## src/rtl/key_conditioner_pkg.sv

```systemverilog
// Shared constants and types for the key conditioning front end.
package key_conditioner_pkg;

  // Board key widths.
  localparam int NOTE_KEY_BITS   = 7;
  localparam int LENGTH_KEY_BITS = 7;
  localparam int BTN_BITS        = 4;

  // Button bit positions within btn_raw / btn_level / btn_press.
  localparam int BTN_SUBMIT   = 0;
  localparam int BTN_CANCEL   = 1;
  localparam int BTN_OCT_UP   = 2;
  localparam int BTN_OCT_DOWN = 3;

  // Width of the binary note index.
  localparam int NOTE_IDX_W = 3;

  // Registered result of the note-key one-hot decode.
  typedef struct packed {
    logic                  valid;
    logic [NOTE_IDX_W-1:0] idx;
  } note_dec_t;

  // Bits needed to hold values 0..max_val (at least one bit).
  function automatic int cnt_bits(input int max_val);
    return (max_val < 2) ? 1 : $clog2(max_val + 1);
  endfunction

endpackage

```

## src/rtl/key_conditioner_debounce_bit.sv

```systemverilog
// One input bit: 2-flop synchroniser followed by a tick-counted debouncer.
module debounce_bit
  import key_conditioner_pkg::*;
#(
  parameter int DB_MS = 20
) (
  input  logic clk,
  input  logic rst_n,
  input  logic tick,
  input  logic raw,
  output logic level
);

  localparam int CW = cnt_bits(DB_MS);

  logic          sync1, sync2;
  logic          stable;
  logic [CW-1:0] cnt;

  // Bring the asynchronous board input into the clk domain.
  always_ff @(posedge clk or negedge rst_n) begin
    if (!rst_n) begin
      sync1 <= 1'b0;
      sync2 <= 1'b0;
    end else begin
      sync1 <= raw;
      sync2 <= sync1;
    end
  end

  // Count ticks while the input disagrees with the stable value; any
  // agreement restarts qualification, so bounces never get through.
  always_ff @(posedge clk or negedge rst_n) begin
    if (!rst_n) begin
      stable <= 1'b0;
      cnt    <= '0;
    end else if (sync2 == stable) begin
      cnt <= '0;
    end else if (tick) begin
      if (cnt == CW'(DB_MS - 1)) begin
        stable <= sync2;
        cnt    <= '0;
      end else begin
        cnt <= cnt + 1'b1;
      end
    end
  end

  assign level = stable;

endmodule

```

## src/rtl/key_conditioner.sv

```systemverilog
// Conditions raw board keys/buttons into clean levels, press pulses and
// a pre-decoded note index for the piano controller.
module key_conditioner
  import key_conditioner_pkg::*;
#(
  parameter int TICK_DIV = 100000,
  parameter int DB_MS    = 20,
  parameter int NK       = NOTE_KEY_BITS,
  parameter int LK       = LENGTH_KEY_BITS
) (
  input  logic                  clk,
  input  logic                  rst_n,
  input  logic [NK-1:0]         note_key_raw,
  input  logic [LK-1:0]         length_key_raw,
  input  logic [BTN_BITS-1:0]   btn_raw,
  output logic [NK-1:0]         note_key,
  output logic [LK-1:0]         length_key,
  output logic [BTN_BITS-1:0]   btn_level,
  output logic [BTN_BITS-1:0]   btn_press,
  output logic                  note_valid,
  output logic [NOTE_IDX_W-1:0] note_idx,
  output logic                  any_key
);

  localparam int NB    = NK + LK + BTN_BITS;
  localparam int DIV_W = cnt_bits(TICK_DIV - 1);

  logic [DIV_W-1:0]    div_cnt;
  logic                tick;
  logic [NB-1:0]       raw_all;
  logic [NB-1:0]       lvl_all;
  logic [BTN_BITS-1:0] btn_prev;
  note_dec_t           dec_d;

  // Free-running divider shared by every debouncer.
  always_ff @(posedge clk or negedge rst_n) begin
    if (!rst_n)
      div_cnt <= '0;
    else if (div_cnt == DIV_W'(TICK_DIV - 1))
      div_cnt <= '0;
    else
      div_cnt <= div_cnt + 1'b1;
  end

  assign tick = (div_cnt == DIV_W'(TICK_DIV - 1));

  assign raw_all = {btn_raw, length_key_raw, note_key_raw};

  // One independent debouncer per input bit.
  for (genvar g = 0; g < NB; g++) begin : g_db
    debounce_bit #(.DB_MS(DB_MS)) u_db (
      .clk   (clk),
      .rst_n (rst_n),
      .tick  (tick),
      .raw   (raw_all[g]),
      .level (lvl_all[g])
    );
  end

  assign note_key   = lvl_all[NK-1:0];
  assign length_key = lvl_all[NK +: LK];
  assign btn_level  = lvl_all[NK+LK +: BTN_BITS];

  // Rising-edge detect on debounced buttons; one pulse per press.
  always_ff @(posedge clk or negedge rst_n) begin
    if (!rst_n) begin
      btn_prev  <= '0;
      btn_press <= '0;
    end else begin
      btn_prev  <= btn_level;
      btn_press <= btn_level & ~btn_prev;
    end
  end

  // One-hot decode of the note keys; zero or several set bits is invalid.
  always_comb begin
    logic seen, multi;
    logic [NOTE_IDX_W-1:0] idx;
    seen  = 1'b0;
    multi = 1'b0;
    idx   = '0;
    for (int i = 0; i < NK; i++) begin
      if (note_key[i]) begin
        if (seen) multi = 1'b1;
        seen = 1'b1;
        idx  = NOTE_IDX_W'(i);
      end
    end
    dec_d.valid = seen & ~multi;
    dec_d.idx   = dec_d.valid ? idx : '0;
  end

  // Register decode and activity flag so downstream sees clean flops.
  always_ff @(posedge clk or negedge rst_n) begin
    if (!rst_n) begin
      note_valid <= 1'b0;
      note_idx   <= '0;
      any_key    <= 1'b0;
    end else begin
      note_valid <= dec_d.valid;
      note_idx   <= dec_d.idx;
      any_key    <= |lvl_all;
    end
  end

endmodule

```

## config.mk

```make
export PLATFORM = sky130hd
export DESIGN_NAME = key_conditioner
export DESIGN_NICKNAME = d
export VERILOG_FILES = /design/src/rtl/key_conditioner_pkg.sv /design/src/rtl/key_conditioner_debounce_bit.sv /design/src/rtl/key_conditioner.sv
export SDC_FILE = /design/constraint.sdc
export NUM_CORES = 1
export LEC_CHECK = 0
export CAP_MARGIN = 10
export CORE_MARGIN = 3
export CORE_UTILIZATION = 60
export DETAILED_ROUTE_END_ITERATION = 10
export GPL_TIMING_DRIVEN = 0
export HOLD_SLACK_MARGIN = 0.03
export PLACE_DENSITY = 0.8
export SYNTH_ARGS = -nofsm -noshare
export SYNTH_HDL_FRONTEND = slang
export SYNTH_SLANG_ARGS = --single-unit
```

## constraint.sdc

```tcl
create_clock -name clk -period 3 [get_ports clk]
set_clock_uncertainty 0.2 [all_clocks]
set_input_delay 0.6 -clock clk [delete_from_list [all_inputs] [get_ports clk]]
set_output_delay 0.6 -clock clk [all_outputs]
set_load 0.02 [all_outputs]
```

==> key figures, run 1 <==
Run status
  – Status: completed

Setup path
  – Crit. End Element: flip-flop
  – Crit-path max FO: 10
  – Critical Path AT: about 3000 ps
  – Buf/Inv on CP: 2
  – Startpoint Class: flip-flop
  – CP peak stage delay: ~700 ps
  – CP required: 3150 ps
  – Slowest-stage cell, CP: nor3b_4
  – CP dominant cell by count: clkbuf_1
  – CP top delay family: simple AND/OR/NAND/NOR gates
  – CP Cell Sequence: clkbuf_1 -> nor3b_1 -> nor3b_4 -> clkbuf_1 -> nand4_1 -> a21oi_1
  – Type of the worst setup path: flip-flop to flip-flop

Place
  – Buffers on Ports: 46
  – Dpl hpwl: between 10,000 and 15,000 um
  – DP Area: 0.00914 sq mm
  – Place WS: -138 ps
  – Routability Congestion: around 0.87

Clock network
  – CTS tree: yes
  – Num CTS Buffers: 17
  – Worst-skew pair later-pin latency: about 430 ps
  – Clock Tree Buf Depth: 2
  – H-Tree Depth: 4
  – Clock sinks: roughly 170
  – Root Driver: clkbuf_16
  – Clk slew on worst S/H paths: about 70 ps

Power and ir drop
  – Leak Pwr: around 4.0 nW
  – NetSw: ~1.1 mW
  – Combinational fraction of design power: roughly 2.2%
  – Pwr dens: 482 mW/mm^2
  – Internal power: between 3 and 4 mW
  – Sw frac: between 20% and 30%
  – Max VDD drop: about 0.45 mV
  – Clock group share of total power: between 40% and 50%
  – Reg power frac: between 50% and 60%

Drt
  – Remaining antenna violation count: 0
  – Residual DRC: 0
  – WL/cell: roughly 20 um
  – Drt pass-1 iters: 6
  – WL final: about 22,000 um
  – Starting DRT DRC Count: ~770
  – Vias per std cell: 6.61
  – Via count: 7,231

Die
  – Io pins: 47
  – Chip height: about 120 um
  – Starting Density: between 60% and 70%
  – Row count: 42
  – CORE AREA: 0.0135 sq mm
  – Die ar.: approximately 0.015 sq mm
  – Die X: between 100 and 150 um

STA
  – RSZ-0062 raised after global routing: false
  – Worst slew pin tran: about 800 ps
  – Setup-failing EPs final: 0
  – Tcrit/Tclk final: between 90 and 100%
  – Max Freq: ~0.35 GHz
  – WHS: roughly 150 ps
  – Min Tclk post-route: approximately 2900 ps
  – PnR worst setup slack: between 100 and 150 ps
  – Slew margin rel.: 46.3%
  – Final Hold Violating Endpoints: 0
  – Max-slew violation count: 0

Synthesis
  – Mapped Nets: roughly 870
  – Most used DFF post-synth: dfrtp_1
  – Seq cells post-synth: between 150 and 200
  – Synth Cell Area: between 0.008 and 0.009 sq mm
  – Adder-Cell Fraction of Synth Area: under 10%
  – Ys async rst share: between 90% and 100%
  – Post-synth EDFFs: 0
  – Synth area leader: dfrtp_1
  – Mux contribution to synthesized area: 2.53%
  – Top cells by area, synth: dfrtp_1 (52%), or4_1 (6.3%), o21ai_0 (5.4%), a21oi_1 (4.5%), nand3_1 (4.0%)
  – Most numerous cell in the Yosys netlist: dfrtp_1
  – Warning count from the yosys run: 0
  – Synth cell count leaders: dfrtp_1 (174), o21ai_0 (91), a21oi_1 (75), or4_1 (71), nand3_1 (67)
  – Synth Area in XOR/XNOR: ~3.7%
  – Sequential fraction of the synthesis area: a little over 50%
  – Avg Cell Area, Syn: 10.1 sq um
  – Library cells used by synthesis: 44
  – Synth Area in Simple Gates: a little over a fifth
  – Top-area cell type share of the netlist area: a little over 50%
  – Synth Instances: approximately 830
  – Largest family of logic cells by synthesized area: simple AND/OR/NAND/NOR gates
  – Post-synthesis compound-gate area fraction: 13.5%

Hold path
  – HP Class: flip-flop to flip-flop

Global route
  – Total track usage: 29.0%
  – Largest net degree at the start of global routing: 101
  – Antenna violations before repair: 0
  – First-pass GRT wire length: around 36,000 um
  – Number of global-route vias before repair: 7,155
  – GR Overflow Total: 0

Cells and area
  – FF+latch area: about 0.0044 sq mm
  – Share of cells above drive strength 1: about a tenth
  – Final nets: 944
  – ANT cells: 0
  – Final instance area: 0.00979 sq mm
  – Util after Layout: between 70% and 80%
  – Area Overhead vs Synth: 16.3%
  – Area of the multi-input gates: 0.00370 sq mm
  – Fillers: about 930

Job
  – Max Cap Viol: 0
-- repair_timing --
item | in CTS | in global routing
endpoints found under the hold margin | 74 | 0
gates resized for setup | 3 | 1
hold buffers | 1 | 0
buffers inserted | 0 | 5
pin swaps | 1 | 1
setup endpoints to repair | 23 | 56
-- sequential cells by signal, summed over array words and instances (netlist names) --
signal	count
g_db.u_db.cnt	90
any_key	1
g_db.u_db.sync1	18
div_cnt	17
note_idx	3
btn_prev	4
note_valid	1
g_db.u_db.level	18
g_db.u_db.sync2	18
btn_press	4
-- power by group through the flow --
| stage | Combinational, mW | Clock, mW | Sequential (mW) |
|---|---|---|---|
| after floorplan | 0.0212 | 0 | 2.42 |
| after global placement | 0.0972 | 0 | 2.43 |
| after detailed placement | 0.106 | 0 | 2.43 |
| after CTS | 0.108 | 2.25 | 2.38 |
| after global routing | 0.117 | 2.35 | 2.38 |
| final | 0.105 | 2.24 | 2.38 |
-- layout by cell type, fill, tap and decap left out, drive strengths merged, types with 2 or more instances in the layout --
| cell | n |
|---|---|
| a21oi | 75 |
| a31oi | 16 |
| and4 | 2 |
| buf | 38 |
| bufinv | 2 |
| clkbuf | 50 |
| clkdlybuf4s50 | 45 |
| clkinv | 5 |
| clkinvlp | 2 |
| dfrtp | 174 |
| ha | 19 |
| inv | 17 |
| mux2 | 18 |
| nand2 | 47 |
| nand3 | 67 |
| nand3b | 4 |
| nand4 | 7 |
| nand4b | 12 |
| nor2 | 25 |
| nor2b | 28 |
| nor3 | 21 |
| nor3b | 4 |
| nor4 | 6 |
| nor4b | 4 |
| o21ai | 91 |
| o31ai | 20 |
| or4 | 72 |
| xnor2 | 27 |
| xor2 | 9 |
-- final timing paths --
check	startpoint	end	slack (ps)	depth (start not counted)
setup / recovery	div_cnt[11]	g_db[16].u_db.cnt[2]	120	6
hold / removal	g_db[4].u_db.sync1	g_db[4].u_db.sync2	150	0
setup reg to reg	div_cnt[11]	g_db[16].u_db.cnt[2]	120	6
hold reg to reg	g_db[4].u_db.sync1	g_db[4].u_db.sync2	150	0
max in group asynchronous	rst_n	g_db[0].u_db.cnt[1]	1200	3
min in group asynchronous	rst_n	g_db[8].u_db.cnt[4]	520	2
-- metal layers --
| metal | track usage [%] | vias to the layer above | wire length (um) |
|---|---|---|---|
| li1 | - | 3222 | - |
| met1 | 38.1 | 3576 | 9000 |
| met2 | 46.6 | 356 | 10900 |
| met3 | 5.53 | 77 | 1660 |
| met4 | 14.0 | 0 | 735 |
| met5 | 0 | - | 0 |
-- logic make-up (layout without fill, tap and decap cells) --
logic type,count (synthesis),in the layout
xor+xnor,36,36
flops,174,174
compound gates,208,208
buf+inv,75,160
fa+ha+maj,19,19
mux,19,19
simple gates,302,302
-- per-stage QoR --
step	total power, mW	setup TNS [ps]	instances
global placement	2.52	-987570	1055
detailed placement	2.53	-1630	1056
floorplan	2.44	0	833
finish	4.73	0	1094
CTS	4.74	0	1089
global route	4.85	0	1094
-- worst reg2reg max path, stage by stage (launching register included) --
cell and delay [ps]:
dfrtp_1 360, clkbuf_1 170, nor3b_1 330, nor3b_4 700
clkbuf_1 650, nand4_1 200, a21oi_1 190
-- final cells by class --
| type | instances | share of cell area, % |
|---|---|---|
| timing repair buffer | 53 | 5.52 |
| buffer | 63 | 3.44 |
| multi-input combinational | 584 | 37.8 |
| clock inverter | 14 | 1.61 |
| tap | 176 | 2.25 |
| inverter | 12 | 0.460 |
| sequential | 174 | 44.5 |
| clock buffer | 18 | 4.48 |
(Power assumes the default switching activity.)
==> run 2: changes to the inputs <==
--- a/config.mk
+++ b/config.mk
@@ -5,6 +5,7 @@
 export SDC_FILE = /design/constraint.sdc
 export NUM_CORES = 1
 export LEC_CHECK = 0
+export ABC_AREA = 0
 export CAP_MARGIN = 10
 export CORE_MARGIN = 3
 export CORE_UTILIZATION = 60
==> results of run 2 <==
The final DEF is identical to that of run 1; final timing and power are the same.
